**src/rtl/cpu_pkg.sv**
```systemverilog
// Shared definitions for the CPU datapath: width, ALU opcodes and the flag bundle.
package cpu_pkg;

    localparam int unsigned WIDTH = 32;
    localparam int unsigned OP_W  = 5;

    localparam logic [OP_W-1:0] OP_AND   = 5'h00;
    localparam logic [OP_W-1:0] OP_EOR   = 5'h01;
    localparam logic [OP_W-1:0] OP_SUB   = 5'h02;
    localparam logic [OP_W-1:0] OP_RSB   = 5'h03;
    localparam logic [OP_W-1:0] OP_ADD   = 5'h04;
    localparam logic [OP_W-1:0] OP_ADC   = 5'h05;
    localparam logic [OP_W-1:0] OP_SBC   = 5'h06;
    localparam logic [OP_W-1:0] OP_RSC   = 5'h07;
    localparam logic [OP_W-1:0] OP_TST   = 5'h08;
    localparam logic [OP_W-1:0] OP_TEQ   = 5'h09;
    localparam logic [OP_W-1:0] OP_CMP   = 5'h0A;
    localparam logic [OP_W-1:0] OP_CMN   = 5'h0B;
    localparam logic [OP_W-1:0] OP_ORR   = 5'h0C;
    localparam logic [OP_W-1:0] OP_MOV   = 5'h0D;
    localparam logic [OP_W-1:0] OP_BIC   = 5'h0E;
    localparam logic [OP_W-1:0] OP_MVN   = 5'h0F;
    localparam logic [OP_W-1:0] OP_PASSA = 5'h10;
    localparam logic [OP_W-1:0] OP_INC4  = 5'h11;
    localparam logic [OP_W-1:0] OP_ADD4  = 5'h12;
    localparam logic [OP_W-1:0] OP_DEC4  = 5'h13;

    typedef struct packed {
        logic n;
        logic z;
        logic c;
        logic v;
    } flags_t;

endpackage

```
**src/rtl/alu_ir_mar_datapath_if.sv**
```systemverilog
// Control/data bus between the control unit and the ALU/IR/MAR datapath slice.
interface alu_ir_mar_datapath_if;
    import cpu_pkg::*;

    logic [WIDTH-1:0] alu_a;
    logic [WIDTH-1:0] alu_b;
    logic [OP_W-1:0]  alu_op;
    logic             carry_in;
    logic             ir_ld;
    logic [WIDTH-1:0] ir_in;
    logic             mar_ld;
    logic [WIDTH-1:0] result;
    logic             flag_n;
    logic             flag_z;
    logic             flag_c;
    logic             flag_v;
    logic [WIDTH-1:0] ir_out;
    logic [WIDTH-1:0] mar_out;

    modport master (
        output alu_a, alu_b, alu_op, carry_in, ir_ld, ir_in, mar_ld,
        input  result, flag_n, flag_z, flag_c, flag_v, ir_out, mar_out
    );

    modport slave (
        input  alu_a, alu_b, alu_op, carry_in, ir_ld, ir_in, mar_ld,
        output result, flag_n, flag_z, flag_c, flag_v, ir_out, mar_out
    );

endinterface

```
**src/rtl/alu_core.sv**
```systemverilog
// Combinational ALU with NZCV flags; all adds/subtracts share one 33-bit adder.
module alu_core
    import cpu_pkg::*;
(
    input  logic [WIDTH-1:0] a,
    input  logic [WIDTH-1:0] b,
    input  logic [OP_W-1:0]  op,
    input  logic             cin,
    output logic [WIDTH-1:0] result,
    output flags_t           flags
);

    localparam int unsigned SW  = WIDTH + 1;
    localparam int unsigned MSB = WIDTH - 1;

    logic [WIDTH-1:0] add_x;
    logic [WIDTH-1:0] add_y;
    logic [SW-1:0]    add_k;
    logic [SW-1:0]    sum;
    logic [WIDTH-1:0] logic_res;
    logic             is_arith;
    logic             is_valid;

    // Operand selection: subtraction X-Y is presented as X + ~Y + 1.
    always_comb begin
        add_x     = '0;
        add_y     = '0;
        add_k     = '0;
        logic_res = '0;
        is_arith  = 1'b0;
        is_valid  = 1'b1;
        case (op)
            OP_AND, OP_TST: logic_res = a & b;
            OP_EOR, OP_TEQ: logic_res = a ^ b;
            OP_ORR:         logic_res = a | b;
            OP_MOV:         logic_res = b;
            OP_BIC:         logic_res = a & ~b;
            OP_MVN:         logic_res = ~b;
            OP_PASSA:       logic_res = a;
            OP_SUB, OP_CMP: begin is_arith = 1'b1; add_x = a; add_y = ~b; add_k = SW'(1); end
            OP_RSB:         begin is_arith = 1'b1; add_x = b; add_y = ~a; add_k = SW'(1); end
            OP_ADD, OP_CMN: begin is_arith = 1'b1; add_x = a; add_y = b; end
            OP_ADC:         begin is_arith = 1'b1; add_x = a; add_y = b;  add_k = SW'(cin); end
            OP_SBC:         begin is_arith = 1'b1; add_x = a; add_y = ~b; add_k = SW'(cin); end
            OP_RSC:         begin is_arith = 1'b1; add_x = b; add_y = ~a; add_k = SW'(cin); end
            OP_INC4:        begin is_arith = 1'b1; add_x = a; add_y = WIDTH'(4); end
            OP_ADD4:        begin is_arith = 1'b1; add_x = a; add_y = b;  add_k = SW'(4); end
            OP_DEC4:        begin is_arith = 1'b1; add_x = a; add_y = ~WIDTH'(4); add_k = SW'(1); end
            default:        is_valid = 1'b0;
        endcase
    end

    assign sum = {1'b0, add_x} + {1'b0, add_y} + add_k;

    // Result and flag formation; reserved opcodes give zero with only Z set.
    always_comb begin
        result  = '0;
        flags.c = 1'b0;
        flags.v = 1'b0;
        if (is_arith) begin
            result  = sum[MSB:0];
            flags.c = sum[WIDTH];
            flags.v = (add_x[MSB] == add_y[MSB]) && (sum[MSB] != add_x[MSB]);
        end else if (is_valid) begin
            result  = logic_res;
            flags.c = cin;
        end
        flags.n = result[MSB];
        flags.z = (result == '0);
    end

endmodule

```
**src/rtl/alu_ir_mar_datapath.sv**
```systemverilog
// Datapath slice: combinational ALU, Instruction Register and Memory Address Register.
module alu_ir_mar_datapath
    import cpu_pkg::*;
(
    input  logic                 CLK,
    input  logic                 CLR,
    alu_ir_mar_datapath_if.slave bus
);

    logic [WIDTH-1:0] alu_result;
    flags_t           alu_flags;
    logic [WIDTH-1:0] ir_q;
    logic [WIDTH-1:0] mar_q;

    alu_core u_alu (
        .a      (bus.alu_a),
        .b      (bus.alu_b),
        .op     (bus.alu_op),
        .cin    (bus.carry_in),
        .result (alu_result),
        .flags  (alu_flags)
    );

    // IR captures the memory read word.
    always_ff @(posedge CLK) begin
        if (CLR) begin
            ir_q <= '0;
        end else if (bus.ir_ld) begin
            ir_q <= bus.ir_in;
        end
    end

    // MAR captures this cycle's ALU result as the next memory address.
    always_ff @(posedge CLK) begin
        if (CLR) begin
            mar_q <= '0;
        end else if (bus.mar_ld) begin
            mar_q <= alu_result;
        end
    end

    assign bus.result  = alu_result;
    assign bus.flag_n  = alu_flags.n;
    assign bus.flag_z  = alu_flags.z;
    assign bus.flag_c  = alu_flags.c;
    assign bus.flag_v  = alu_flags.v;
    assign bus.ir_out  = ir_q;
    assign bus.mar_out = mar_q;

endmodule

```
**src/flat_wrapper.sv**
```systemverilog
// flat-port wrapper written by rule: the top's interface ports become plain ports
module alu_ir_mar_datapath_flat import cpu_pkg::*;
  (CLK, CLR, bus_alu_a, bus_alu_b, bus_alu_op, bus_carry_in, bus_ir_ld, bus_ir_in, bus_mar_ld, bus_result, bus_flag_n, bus_flag_z, bus_flag_c, bus_flag_v, bus_ir_out, bus_mar_out);
  alu_ir_mar_datapath_if bus_i ();
  input  logic CLK;
  input  logic CLR;
  input wire logic [$bits(bus_i.alu_a)-1:0] bus_alu_a;
  input wire logic [$bits(bus_i.alu_b)-1:0] bus_alu_b;
  input wire logic [$bits(bus_i.alu_op)-1:0] bus_alu_op;
  input wire logic [$bits(bus_i.carry_in)-1:0] bus_carry_in;
  input wire logic [$bits(bus_i.ir_ld)-1:0] bus_ir_ld;
  input wire logic [$bits(bus_i.ir_in)-1:0] bus_ir_in;
  input wire logic [$bits(bus_i.mar_ld)-1:0] bus_mar_ld;
  output wire logic [$bits(bus_i.result)-1:0] bus_result;
  output wire logic [$bits(bus_i.flag_n)-1:0] bus_flag_n;
  output wire logic [$bits(bus_i.flag_z)-1:0] bus_flag_z;
  output wire logic [$bits(bus_i.flag_c)-1:0] bus_flag_c;
  output wire logic [$bits(bus_i.flag_v)-1:0] bus_flag_v;
  output wire logic [$bits(bus_i.ir_out)-1:0] bus_ir_out;
  output wire logic [$bits(bus_i.mar_out)-1:0] bus_mar_out;
  assign bus_i.alu_a = bus_alu_a;
  assign bus_i.alu_b = bus_alu_b;
  assign bus_i.alu_op = bus_alu_op;
  assign bus_i.carry_in = bus_carry_in;
  assign bus_i.ir_ld = bus_ir_ld;
  assign bus_i.ir_in = bus_ir_in;
  assign bus_i.mar_ld = bus_mar_ld;
  assign bus_result = bus_i.result;
  assign bus_flag_n = bus_i.flag_n;
  assign bus_flag_z = bus_i.flag_z;
  assign bus_flag_c = bus_i.flag_c;
  assign bus_flag_v = bus_i.flag_v;
  assign bus_ir_out = bus_i.ir_out;
  assign bus_mar_out = bus_i.mar_out;
  alu_ir_mar_datapath u_core (.CLK(CLK), .CLR(CLR), .bus(bus_i));
endmodule
```
**config.mk**
```make
export PLATFORM = sky130hd
export DESIGN_NAME = alu_ir_mar_datapath_flat
export DESIGN_NICKNAME = d
export VERILOG_FILES = /design/src/rtl/cpu_pkg.sv /design/src/rtl/alu_ir_mar_datapath_if.sv /design/src/rtl/alu_core.sv /design/src/rtl/alu_ir_mar_datapath.sv /design/src/flat_wrapper.sv
export SDC_FILE = /design/constraint.sdc
export NUM_CORES = 1
export LEC_CHECK = 0
export CORE_MARGIN = 2
export CORE_UTILIZATION = 51
export DETAILED_ROUTE_END_ITERATION = 8
export PLACE_DENSITY = 0.83
export RECOVER_POWER = 100
export SYNTH_ARGS = -nofsm -noshare
export SYNTH_HDL_FRONTEND = slang
export SYNTH_SLANG_ARGS = --single-unit
export TNS_END_PERCENT = 20
```
**constraint.sdc**
```tcl
create_clock -name CLK -period 14.5 [get_ports CLK]
set_input_delay 4.35 -clock CLK [delete_from_list [all_inputs] [get_ports CLK]]
set_output_delay 4.35 -clock CLK [all_outputs]
set_load 0.01 [all_outputs]
```
### Word-level counts from Yosys, hierarchy flattened

Cells that the tools add are included.

* add/sub/neg operators: 2
* multiply operators: 0
* divide/modulo/power cells: 0
* magnitude comparators: 0
* eq/ne operators: 21
* shifts and indexed selects: 0
* mux-type cells: 11
* bitwise logic cells: 6
* reductions and logical operators: 13

Operators by type and width (count)
* $pmux W32 S7: 1
* $pmux W32 S5: 1
* $and A32 B32 Y32: 2
* $mux W32: 2
* $not A32 Y32: 2
* $pmux W32 S2: 1
* $eq A5 B4 Y1 const B: 8
* $add A32 B32 Y33: 1
* $add A33 B33 Y33: 1
* $logic_not A32 Y1: 1
* $or A32 B32 Y32: 1
* $xor A32 B32 Y32: 1
* $eq A5 B3 Y1 const B: 4
* $eq A5 B5 Y1 const B: 4
* $reduce_or A20 Y1: 1
* $reduce_or A11 Y1: 1
* $eq A5 B2 Y1 const B: 2
* $pmux W3 S3: 1
* $reduce_or A9 Y1: 1
* $reduce_or A4 Y1: 2
* $reduce_or A2 Y1: 3
* $reduce_or A3 Y1: 2
* $eq A5 B1 Y1 const B: 1
* $logic_not A5 Y1: 1
* 4 further kinds: 8

* register bits after elaboration: 64
* latch bits: 0
* RAM bits: 0
* bits in read-only memories: 0
* output and inout bits: 100
* logic and storage cells: 55
* memories kept: 0

### Longest topological paths before layout

* word-level depth: 8
* mapped depth: 24

### Hierarchy

A second synthesis with hierarchy kept.

* cell total of the unflattened synthesis: 1079
* area, all modules: 8046.5 um^2

Modules (own cells, without submodules)
* alu_core: times used 1, cells an instance 872, area an instance 5706.7 um^2
* alu_ir_mar_datapath: times used 1, cells an instance 207, area an instance 2339.7 um^2

### Worst setup path after synthesis

No wires, ideal clock.

* path kind: input port to output port
* from: input port bus_alu_op[1]
* to: output port bus_flag_z
* data arrival time: 9.159 ns
* setup slack: 0.991 ns
* stages: 21
* buffers on the path: 5
* path through: clkbuf_1 > clkbuf_1 > buf_1 > clkbuf_1 > o31ai_1 > clkbuf_1 > a21o_1 > fa_1 > ha_1 > inv_1 > fa_1 > nand2b_1 > a21oi_1 > o21a_4 > or4_4 > a2111o_1 > a31oi_2 > xnor2_1 > a21oi_2 > and2b_1 > and4b_1

* cells in the longest elaborated chain, start to end: 7
* elaborated cells on any way between the ends: 41
* those cells by class: add/sub: 2; eq/ne: 19; mux: 8; reduce/logical: 12

RTL lines
* from (decl): RTL line flat_wrapper.sv:9 `input wire logic [$bits(bus_i.alu_op)-1:0] bus_alu_op;`
* $eq A5 B5 Y1 (tied with other cells): RTL line alu_core.sv:32 `case (op)`
* $reduce_or A9 Y1 (no line) (tied with other cells)
* $pmux W32 S2 or $pmux W32 S5 (tied branches): RTL line alu_core.sv:32
* $add A32 B32 Y33: RTL line alu_core.sv:53 `assign sum = {1'b0, add_x} + {1'b0, add_y} + add_k;`
* $add A33 B33 Y33: RTL line alu_core.sv:53
* $mux W32 (*): RTL line alu_core.sv:60 `if (is_arith) begin`
* $logic_not A32 Y1 (*): RTL line alu_core.sv:69 `flags.z = (result == '0);`
* to (decl): RTL line flat_wrapper.sv:16 `output wire logic [$bits(bus_i.flag_z)-1:0] bus_flag_z;`

Mark *: on every way between the ends. The rest lies on a longest branch, timed or not.

### Worst setup path in the final report

* from: input port bus_alu_op[3]
* to: output port bus_flag_z

The elaborated chain is that of the path after synthesis.

==> flow_summary.json <==
{
  "syn_nets": 1292,
  "yosysSeqAreaShare": 0.161,
  "clk_pin_slew_worst_paths_ns": 0.06,
  "fp.dieH_um": 129,
  "r2r_cells": 2,
  "fin_crit_sh": 0.977,
  "wirelength_mm": 29.2,
  "hold_buffers": 0,
  "ioPinCount": 206,
  "ys.flop_type": "dfxtp_1",
  "gp_congestion": 1.06,
  "slew_headroom": -0.480,
  "power_uw": 720,
  "area_growth_pct": 33.3,
  "min_period_ns": 14.16,
  "crit_end": "bus_flag_z",
  "antenna_left": 0,
  "synthesis.area_sq_um": 7980,
  "cts.sink_count": 64,
  "ys_seq_elements": 64,
  "cts_tree": "done",
  "synth_area_leaders": "dfxtp_1, ha_1, mux2i_1",
  "setup_viol_count_final": 0,
  "antenna_found_initial": 0,
  "r2r_start": "u_core.bus.mar_out[31]$_SDFFE_PP0P_",
  "syn_inst": 1090,
  "fp.dieArea_sq_um": 16700,
  "cts_buffers": 9,
  "seq_area_sq_um": 1280,
  "grt_usage": 0.341,
  "vdd_drop_max_uv": 84.1,
  "fin_nets": 1472,
  "cp-start-kind": "input port",
  "arrival_ns": 9.81,
  "htreeDepth": 3,
  "yosys_warnings": 0,
  "hold_violations": 0,
  "dpl.hpwl_mm": 22.2,
  "critPathRequiredTime_ns": 10.15,
  "setup-tns-final_ns": 0,
  "worstMarginPinSlew_ns": 2.22,
  "synth_edf_count": 0,
  "synth_top_area_share": 0.161,
  "pwr_density_cell_nw_per_um2": 67.7,
  "max_cap_viol_count": 1,
  "synthArstFlopShare": 0,
  "synth_top_area_cell": "dfxtp_1",
  "multiInputGateArea_sq_um": 6150,
  "vias": 9202,
  "clock_path_buffers": 2,
  "clock_latency_ns": 0.33,
  "die_w_um": 129,
  "fin_skew_ns": 0,
  "drc": 0,
  "synth.distinct_cells": 79,
  "io_buffers": 205,
  "outcome": "finished with violations",
  "regToRegSetupSlack_ns": 13.54,
  "slew_violations": 33,
  "violations": "max-capacitance violations, max-slew violations",
  "avgSynthCellArea_sq_um": 7.32,
  "core_area_sq_um": 15300,
  "grt_max_degree": 65,
  "fill_cells": 1292,
  "fin_cells": 1486,
  "post-route-util": 0.697,
  "wire_per_inst_um": 19.6,
  "cp_max_fo": 23,
  "via_per_inst": 6.19,
  "grt_pass1_wl_mm": 45.2,
  "holdCritPathClass": "reg2reg",
  "p_leak_uw": 0.00523,
  "drt_iter0_drc": 910,
  "drive_gt1_frac": 0.0659,
  "rr_endpoint": "u_core.bus.mar_out[31]$_SDFFE_PP0P_",
  "rows": 45,
  "start_util": 0.523,
  "fmax_ghz": 0.0706,
  "critPathKind": "in2out",
  "antenna_cells": 0,
  "rsz0062_at_grt": "false",
  "endpoint_kind": "output pin",
  "startpoint": "bus_alu_op[3]",
  "root_buffer": "clkbuf_16",
  "dp_cells": 1470,
  "firstDrtPassIters": 6,
  "grt_pass1_vias": 8555,
  "overflow": 0
}
placed cells by master (no fill, tap or decap), types with 6 or more instances in the layout:
| cell | count |
|---|---|
| a21oi_1 | 65 |
| a32oi_1 | 9 |
| a21o_1 | 43 |
| o21a_1 | 9 |
| o221ai_1 | 34 |
| ha_1 | 93 |
| a221oi_1 | 11 |
| xnor2_1 | 15 |
| clkbuf_16 | 9 |
| mux2_2 | 9 |
| nand2b_1 | 12 |
| clkbuf_1 | 6 |
| nor3_1 | 16 |
| nor2b_1 | 7 |
| buf_4 | 36 |
| o21ai_1 | 10 |
| xor2_1 | 11 |
| clkdlybuf4s50_1 | 101 |
| mux2i_1 | 59 |
| nand4_1 | 7 |
| nand3_1 | 14 |
| o211ai_1 | 19 |
| inv_1 | 80 |
| dlygate4sd3_1 | 99 |
| a211oi_1 | 15 |
| o21ai_0 | 85 |
| nand2_1 | 106 |
| nor2_1 | 106 |
| dfxtp_1 | 64 |
synth_stat cells (4+ instances only):
library cell	instances
nand2_1	106
nor2_1	106
ha_1	93
o21ai_0	83
inv_1	80
a21oi_1	65
clkbuf_1	64
dfxtp_1	64
mux2i_1	59
a21o_1	43
o221ai_1	35
o211ai_1	19
nor3_1	16
nand3_1	15
xnor2_1	15
a211oi_1	14
nand2b_1	12
o21ai_1	12
a221oi_1	11
buf_1	11
xor2_1	11
a32oi_1	9
mux2_2	9
o21a_1	9
nand4_1	7
nor2b_1	7
a211o_1	5
a22oi_1	5
a311oi_1	5
nor4_1	5
o31ai_1	5
a221o_1	4
a31oi_1	4
a32o_1	4
and2_1	4
o22ai_1	4
power by group:
group	total (uW)	internal [uW]	switching (uW)
Sequential	193	187	5.76
Combinational	313	140	173
Clock	214	133	80.7
Total	720	461	259
per-stage QoR:
step / instance area [sq um] / hold WS (ns) / worst slack (ns)
floorplan: 7980 / 0.494 / 0.991
global placement: 10400 / 0.466 / 0.336
detailed placement: 10400 / 0.477 / 0.270
CTS: 10700 / 0.492 / 0.238
global route: 10600 / 0.499 / 0.0571
finish: 10600 / 0.484 / 0.336
registers in the layout, summed over array words and instances (netlist names):
signal	cells
u_core.bus.mar_out	32
u_core.bus.ir_out	32
kinds of logic (layout without fill, tap and decap cells):
group	after synthesis	in the layout	synth area share
AND/OR/NAND/NOR	303	303	0.172
adder cells (fa/ha/maj)	96	96	0.153
multiplexers	68	68	0.0867
buffers and inverters	158	343	0.0751
AO/OA/AOI/OAI	375	375	0.324
flip-flops	64	64	0.161
XOR/XNOR	26	26	0.0285
worst max-delay path, stage by stage:
cell and delay, ns:
clkdlybuf4s50_1 0.60, buf_4 0.25, nor3b_1 0.09, nand3_1 0.17, buf_4 0.32, o221ai_1 0.19
a21o_1 0.19, ha_1 0.29, ha_1 0.36, a211oi_1 0.24, nor2_1 0.11, o21ba_1 0.21
or4_4 0.56, a2111o_1 0.43, a31oi_2 0.18, xnor2_1 0.11, a21oi_2 0.24, and2b_1 0.15
and4b_1 0.20, clkdlybuf4s50_1 0.56
routing by layer:
layer	part of all wire	vias to the layer above	global-route usage
met4	0.038	0	0.125
met1	0.42	4197	0.449
met3	0.11	75	0.0826
met2	0.44	552	0.541
met5	0	-	0
li1	-	4378	-
area by class of cell:
class	count	area share
clock inverters	7	0.00671
flip-flops and latches	64	0.120
inverters	80	0.0282
clock buffers	9	0.0212
multi-input cells	868	0.578
well taps	211	0.0248
repair buffers	247	0.220
timing repair:
action,in CTS,in global routing
endpoints found under the setup margin,0,1
setup buffers,0,0
gates resized for setup,0,1
worst min-delay path by stage:
stage | start | endpoint | slack, ns | depth (start not counted)
global placement | u_core.bus.mar_out[6]$_SDFFE_PP0P_ | u_core.bus.mar_out[6]$_SDFFE_PP0P_ | 0.47 | 2
CTS | u_core.bus.mar_out[22]$_SDFFE_PP0P_ | u_core.bus.mar_out[22]$_SDFFE_PP0P_ | 0.49 | 2
finish | u_core.bus.mar_out[4]$_SDFFE_PP0P_ | u_core.bus.mar_out[4]$_SDFFE_PP0P_ | 0.48 | 2
floorplan | u_core.bus.mar_out[6]$_SDFFE_PP0P_ | u_core.bus.mar_out[6]$_SDFFE_PP0P_ | 0.49 | 2
detailed placement | u_core.bus.mar_out[6]$_SDFFE_PP0P_ | u_core.bus.mar_out[6]$_SDFFE_PP0P_ | 0.48 | 2
global route | u_core.bus.mar_out[4]$_SDFFE_PP0P_ | u_core.bus.mar_out[4]$_SDFFE_PP0P_ | 0.50 | 2
Note: power is estimated with default switching activity, not from simulation.
